$ cat config.mk
export PLATFORM = sky130hd
export DESIGN_NAME = mem_port_arbiter
export DESIGN_NICKNAME = d
export VERILOG_FILES = /design/src/rtl/mem_arb_pkg.sv /design/src/rtl/mem_arb_pick.sv /design/src/rtl/mem_port_arbiter.sv
export SDC_FILE = /design/constraint.sdc
export NUM_CORES = 1
export LEC_CHECK = 0
export BUFFER_PORTS_ARGS = -buffer_cell sky130_fd_sc_hd__buf_2
export CORE_AREA = 2 2 292 294
export DETAILED_ROUTE_END_ITERATION = 16
export DIE_AREA = 0 0 294 296
export SYNTH_ARGS = -nofsm -noshare
export SYNTH_HDL_FRONTEND = slang
export SYNTH_HIERARCHICAL = 1
export SYNTH_SLANG_ARGS = --single-unit
export TNS_END_PERCENT = 10
$ cat constraint.sdc
create_clock -name clk -period 2.6 [get_ports clk]
set_input_delay 0.52 -clock clk [delete_from_list [all_inputs] [get_ports clk]]
set_output_delay 0.52 -clock clk [all_outputs]
set_load 0.1 [all_outputs]
$ cat src/rtl/mem_arb_pkg.sv
// Shared state encoding, owner codes and default widths for the memory-port arbiter.
package mem_arb_pkg;

  localparam int DEF_ADDR_W = 32;
  localparam int DEF_LINE_W = 128;

  typedef enum logic [1:0] {
    ARB_IDLE,
    ARB_ISSUE,
    ARB_WAIT,
    ARB_RESP
  } arb_state_e;

  localparam logic OWN_I = 1'b0;
  localparam logic OWN_D = 1'b1;

endpackage

$ cat src/rtl/mem_arb_pick.sv
// Grant selection between the I-side and D-side requesters.
// MEM_PORT_ARB_RR_EN: ties alternate round-robin; otherwise D always wins a tie.
module mem_arb_pick
  import mem_arb_pkg::*;
(
  input  logic i_valid,
  input  logic d_valid,
  input  logic rr_last,
  output logic grant_any,
  output logic grant_owner
);

  assign grant_any = i_valid | d_valid;

`ifdef MEM_PORT_ARB_RR_EN
  // On a tie, the side that did not win last time goes next.
  assign grant_owner = (i_valid && d_valid) ? ~rr_last : (d_valid ? OWN_D : OWN_I);
`else
  logic unused_rr_last;
  assign unused_rr_last = rr_last;
  assign grant_owner    = d_valid ? OWN_D : OWN_I;
`endif

endmodule

$ cat src/rtl/mem_port_arbiter.sv
// Shares one line-wide memory port between I-cache refill and D-cache refill/writeback.
// Optional macro MEM_PORT_ARB_RR_EN selects round-robin tie-breaking (default: fixed D priority).
//   state     | meaning
//   ARB_IDLE  | ready to grant; winner's req_ready asserted combinationally
//   ARB_ISSUE | mem_req_valid held with latched fields until mem_req_ready
//   ARB_WAIT  | waiting for mem_resp_valid; read data captured
//   ARB_RESP  | one-cycle response pulse to the owner
module mem_port_arbiter
  import mem_arb_pkg::*;
#(
  parameter int ADDR_W = DEF_ADDR_W,
  parameter int LINE_W = DEF_LINE_W
) (
  input  logic              clk,
  input  logic              reset,
  input  logic              i_req_valid,
  output logic              i_req_ready,
  input  logic [ADDR_W-1:0] i_req_addr,
  output logic              i_resp_valid,
  output logic [LINE_W-1:0] i_resp_data,
  input  logic              d_req_valid,
  output logic              d_req_ready,
  input  logic              d_req_write,
  input  logic [ADDR_W-1:0] d_req_addr,
  input  logic [LINE_W-1:0] d_req_wdata,
  output logic              d_resp_valid,
  output logic [LINE_W-1:0] d_resp_data,
  output logic              mem_req_valid,
  input  logic              mem_req_ready,
  output logic              mem_req_write,
  output logic [ADDR_W-1:0] mem_req_addr,
  output logic [LINE_W-1:0] mem_req_wdata,
  input  logic              mem_resp_valid,
  input  logic [LINE_W-1:0] mem_resp_data
);

  arb_state_e        state_q, state_d;
  logic              owner_q, owner_d;
  logic              write_q, write_d;
  logic [ADDR_W-1:0] addr_q, addr_d;
  logic [LINE_W-1:0] wdata_q, wdata_d;
  logic [LINE_W-1:0] rdata_q, rdata_d;
  logic              rr_last;
  logic              grant_any;
  logic              grant_owner;
  logic              resp_pulse;

`ifdef MEM_PORT_ARB_RR_EN
  logic rr_last_q, rr_last_d;
  assign rr_last = rr_last_q;
`else
  assign rr_last = OWN_I;
`endif

  mem_arb_pick u_pick (
    .i_valid     (i_req_valid),
    .d_valid     (d_req_valid),
    .rr_last     (rr_last),
    .grant_any   (grant_any),
    .grant_owner (grant_owner)
  );

  always_comb begin
    state_d     = state_q;
    owner_d     = owner_q;
    write_d     = write_q;
    addr_d      = addr_q;
    wdata_d     = wdata_q;
    rdata_d     = rdata_q;
`ifdef MEM_PORT_ARB_RR_EN
    rr_last_d   = rr_last_q;
`endif
    i_req_ready = 1'b0;
    d_req_ready = 1'b0;

    case (state_q)
      ARB_IDLE: begin
        // Ready is held low while reset is asserted so nothing is accepted then.
        if (!reset && grant_any) begin
          owner_d = grant_owner;
          state_d = ARB_ISSUE;
`ifdef MEM_PORT_ARB_RR_EN
          rr_last_d = grant_owner;
`endif
          if (grant_owner == OWN_D) begin
            d_req_ready = 1'b1;
            write_d     = d_req_write;
            addr_d      = d_req_addr;
            wdata_d     = d_req_wdata;
          end else begin
            i_req_ready = 1'b1;
            write_d     = 1'b0;
            addr_d      = i_req_addr;
            wdata_d     = '0;
          end
        end
      end
      ARB_ISSUE: begin
        if (mem_req_ready) state_d = ARB_WAIT;
      end
      ARB_WAIT: begin
        if (mem_resp_valid) begin
          rdata_d = write_q ? '0 : mem_resp_data;
          state_d = ARB_RESP;
        end
      end
      ARB_RESP: state_d = ARB_IDLE;
      default:  state_d = ARB_IDLE;
    endcase
  end

  always_ff @(posedge clk) begin
    if (reset) begin
      state_q   <= ARB_IDLE;
      owner_q   <= OWN_I;
      write_q   <= 1'b0;
      addr_q    <= '0;
      wdata_q   <= '0;
      rdata_q   <= '0;
`ifdef MEM_PORT_ARB_RR_EN
      rr_last_q <= OWN_I;
`endif
    end else begin
      state_q   <= state_d;
      owner_q   <= owner_d;
      write_q   <= write_d;
      addr_q    <= addr_d;
      wdata_q   <= wdata_d;
      rdata_q   <= rdata_d;
`ifdef MEM_PORT_ARB_RR_EN
      rr_last_q <= rr_last_d;
`endif
    end
  end

  assign mem_req_valid = (state_q == ARB_ISSUE);
  assign mem_req_write = (state_q == ARB_ISSUE) && write_q;
  assign mem_req_addr  = addr_q;
  assign mem_req_wdata = wdata_q;

  assign resp_pulse   = (state_q == ARB_RESP);
  assign i_resp_valid = resp_pulse && (owner_q == OWN_I);
  assign d_resp_valid = resp_pulse && (owner_q == OWN_D);
  assign i_resp_data  = i_resp_valid ? rdata_q : '0;
  assign d_resp_data  = d_resp_valid ? rdata_q : '0;

endmodule

==> run summary <==
TritonRoute pass-1 iters: 5
Worst setup skew after layout: 20.8 ps
Startpoint of the worst hold path: d_req_wdata[85]
Final hold violation count: 0
Critical path endpoint category: output pin
Placed Cells: 3321
Violations in the final reports: setup timing
Number of levels the H-tree was split into: 2
Gr usage total: 12.9%
Syn avg cell area: 8.04 um^2
Final setup violation count: 2
Placed wire-length estimate after detailed placement: 44.9 mm
Cells traversed along the worst timing path: ha_4 > nor2b_4 > buf_12 > clkbuf_16 > and2_1 > buf_12
Clock latency on the worst-skew pair: 550 ps
Power per unit of standard cell area: 735 mW/mm^2
Flop-to-flop setup slack: 560 ps
Total non-filler cell area in the finished layout: 0.0222 mm^2
CP top delay family: buffers and inverters
CTS tree: yes
Clock tree root buffer cell: sky130_fd_sc_hd__clkbuf_16
Max Buffers Root-to-Sink: 3
Std-Cell Core Area: 0.0842 mm^2
Crit-path max cell delay: 370 ps
Clock transition at path regs: 60 ps
Overflow left after global routing: 0
I/O Pins: 749
Die width: 294 um
Overall die area: 0.0870 mm^2
Minimum clock period after layout: 2600 ps
Number of max-cap violations: 0
Status: finished, violations left
Area of the mapped netlist: 0.0130 mm^2
Critical path class: reg -> out
Antenna-violating nets left: 0
Leakage power summed over all cells: 0.00964 uW
Via-per-instance ratio: 4.13
Final non-filler cell total: 3411
Number of placement rows: 107
Nets: 2613
Relative max-transition margin: 25.4%
WP data arrival: 2080 ps
Startpoint of the lowest-slack register-to-register path: state_q[0]$_SDFFE_PP0P_
Most used cell along the critical path: sky130_fd_sc_hd__buf_12
Fraction of layout instances using a drive strength above 1: 41.3%
Starting density of the core: 15.4%
CTS buffer count: 37
Total nets after synthesis: 1946
Cell depth of the worst min-delay path: 3
Worst Tran Pin Value: 1120 ps
Final weighted congestion in routability-driven placement: 0.838
Vias in the first global route: 13100
Total vias in the final route: 14100
Yosys warns: 6
Area of placed instances: 0.0202 mm^2
Core utilization of the finished layout: 26.4%
Hold/Removal Path Class: in -> reg
Buffers & Inverters on Critical Path: 3
Max-slew violation count: 0
DRC errors left: 0
Wire length reported by the detailed router: 62.5 mm
Area occupied by registers: 0.00586 mm^2
Maximum VDD drop: 0.000867 V
Number of filler cells placed in the layout: 9064
Crit Path Max Fanout: 14
Final Worst Setup Slack: -3.38 ps
Detailed Route Iter0 Violations: 599
Hold slack: 235 ps
Required time reported for the critical path endpoint: 2080 ps
Fmax: 384 MHz
Synthesis-to-layout area growth: 71.1%
Kind of launch point of the worst setup path: flop
Unrepaired setup endpoints after global routing: true
Buffers on Ports: 748
Pin count of the biggest net entering global routing: 167
Portion of the clock cycle consumed by the worst path in the final layout: 100%
Hold endpoint: mem_req_wdata[85]$_SDFFE_PP0P_
Path depth of the worst reg2reg path: 7
Gate count after technology mapping: 1615
Height of the die: 296 um
Routed wire per std cell: 18.3 um
Footprint of the multi-input gates: 0.00657 mm^2
Library cell contributing the largest single delay on the critical path: sky130_fd_sc_hd__dfxtp_4
Number of antenna violations at the first check in global routing: 30
Worst reg2reg endpoint: mem_req_wdata[65]$_SDFFE_PP0P_
Wire length of the first global-routing pass: 85.2 mm
Clk sinks: 292
==> how the worst max path moves through the flow <==
stage / from / end / slack [ps] / cells after the start
global route: state_q[0]$_SDFFE_PP0P_ / i_resp_data[113] / -90 / 6
finish: state_q[0]$_SDFFE_PP0P_ / i_resp_data[113] / -3 / 6
global placement: state_q[0]$_SDFFE_PP0P_ / i_resp_data[17] / 390 / 5
CTS: state_q[0]$_SDFFE_PP0P_ / i_resp_data[64] / -60 / 6
detailed placement: state_q[0]$_SDFFE_PP0P_ / i_resp_data[17] / 380 / 5
floorplan: state_q[0]$_SDFFE_PP0P_ / i_resp_data[118] / -10 / 4
==> cell usage in the layout, fill, tap and decap left out, types with 2 or more instances in the layout <==
master and n:
sky130_fd_sc_hd__buf_16 3, sky130_fd_sc_hd__and2_4 87, sky130_fd_sc_hd__dfxtp_4 4, sky130_fd_sc_hd__mux2i_1 33
sky130_fd_sc_hd__inv_1 5, sky130_fd_sc_hd__a21oi_1 258, sky130_fd_sc_hd__and3_1 127, sky130_fd_sc_hd__clkbuf_1 12
sky130_fd_sc_hd__buf_4 127, sky130_fd_sc_hd__ha_1 3, sky130_fd_sc_hd__bufinv_16 2, sky130_fd_sc_hd__clkbuf_8 8
sky130_fd_sc_hd__clkbuf_16 44, sky130_fd_sc_hd__diode_2 11, sky130_fd_sc_hd__buf_2 485, sky130_fd_sc_hd__nand2_1 259
sky130_fd_sc_hd__nand3_1 129, sky130_fd_sc_hd__a211oi_1 31, sky130_fd_sc_hd__nand2b_1 3, sky130_fd_sc_hd__and2_1 44
sky130_fd_sc_hd__dfxtp_1 288, sky130_fd_sc_hd__buf_6 3, sky130_fd_sc_hd__nor2_1 32, sky130_fd_sc_hd__buf_8 2
sky130_fd_sc_hd__clkinv_2 3, sky130_fd_sc_hd__buf_12 175, sky130_fd_sc_hd__nand3b_1 129
==> power by group <==
group	leakage [uW]	internal, uW	switching [uW]	total, uW
sequential	0.00237	4960	336	5290
combinational	0.00665	1440	4280	5720
clock	0.000614	3240	2090	5330
==> stage by stage <==
step,worst slack (ps),power [uW],setup TNS (ps)
final,-3.38,16300,-5.59
after global routing,-92.6,17100,-7030
after CTS,-60.0,16400,-3200
after detailed placement,383,10900,0
after global placement,395,10800,0
after floorplan,-14.4,9280,-130
==> state kept, by name, summed over array words and instances, names as in the netlist <==
signal	count
state_q	2
write_q	1
mem_req_addr	32
rdata_q	128
owner_q	1
mem_req_wdata	128
==> layer usage <==
layer	global-route usage (%)	up-vias	wire length, um
li1	-	6842	-
met2	22.4	574	31000
met3	4.08	117	4900
met5	0	-	168
met1	14.6	6519	24100
met4	5.35	26	2290
==> repair_timing <==
item                       CTS  global route
setup buffers                2             1
hold buffers                 0             0
gates resized for setup    125            87
setup endpoints to repair  249           185
cloned                       2             7
pin swaps                    3            31
==> area by class of cell <==
cell class | instances | area share (%)
Antenna cell | 11 | 0.124
Clock buffer | 60 | 5.20
Clock inverter | 7 | 0.405
Inverter | 5 | 0.0845
Multi-Input combinational cell | 1146 | 29.6
Sequential cell | 292 | 26.4
Tap cell | 1090 | 6.14
Timing Repair Buffer | 800 | 32.1
==> worst register-to-register path, stage by stage, from the launching register on <==
cell,delay (ps)
sky130_fd_sc_hd__dfxtp_4,360
sky130_fd_sc_hd__inv_1,80
sky130_fd_sc_hd__ha_1,290
sky130_fd_sc_hd__and3b_4,260
sky130_fd_sc_hd__buf_12,270
sky130_fd_sc_hd__buf_4,380
sky130_fd_sc_hd__nand3_1,150
sky130_fd_sc_hd__a21oi_1,180
(Power assumes the default switching activity.)
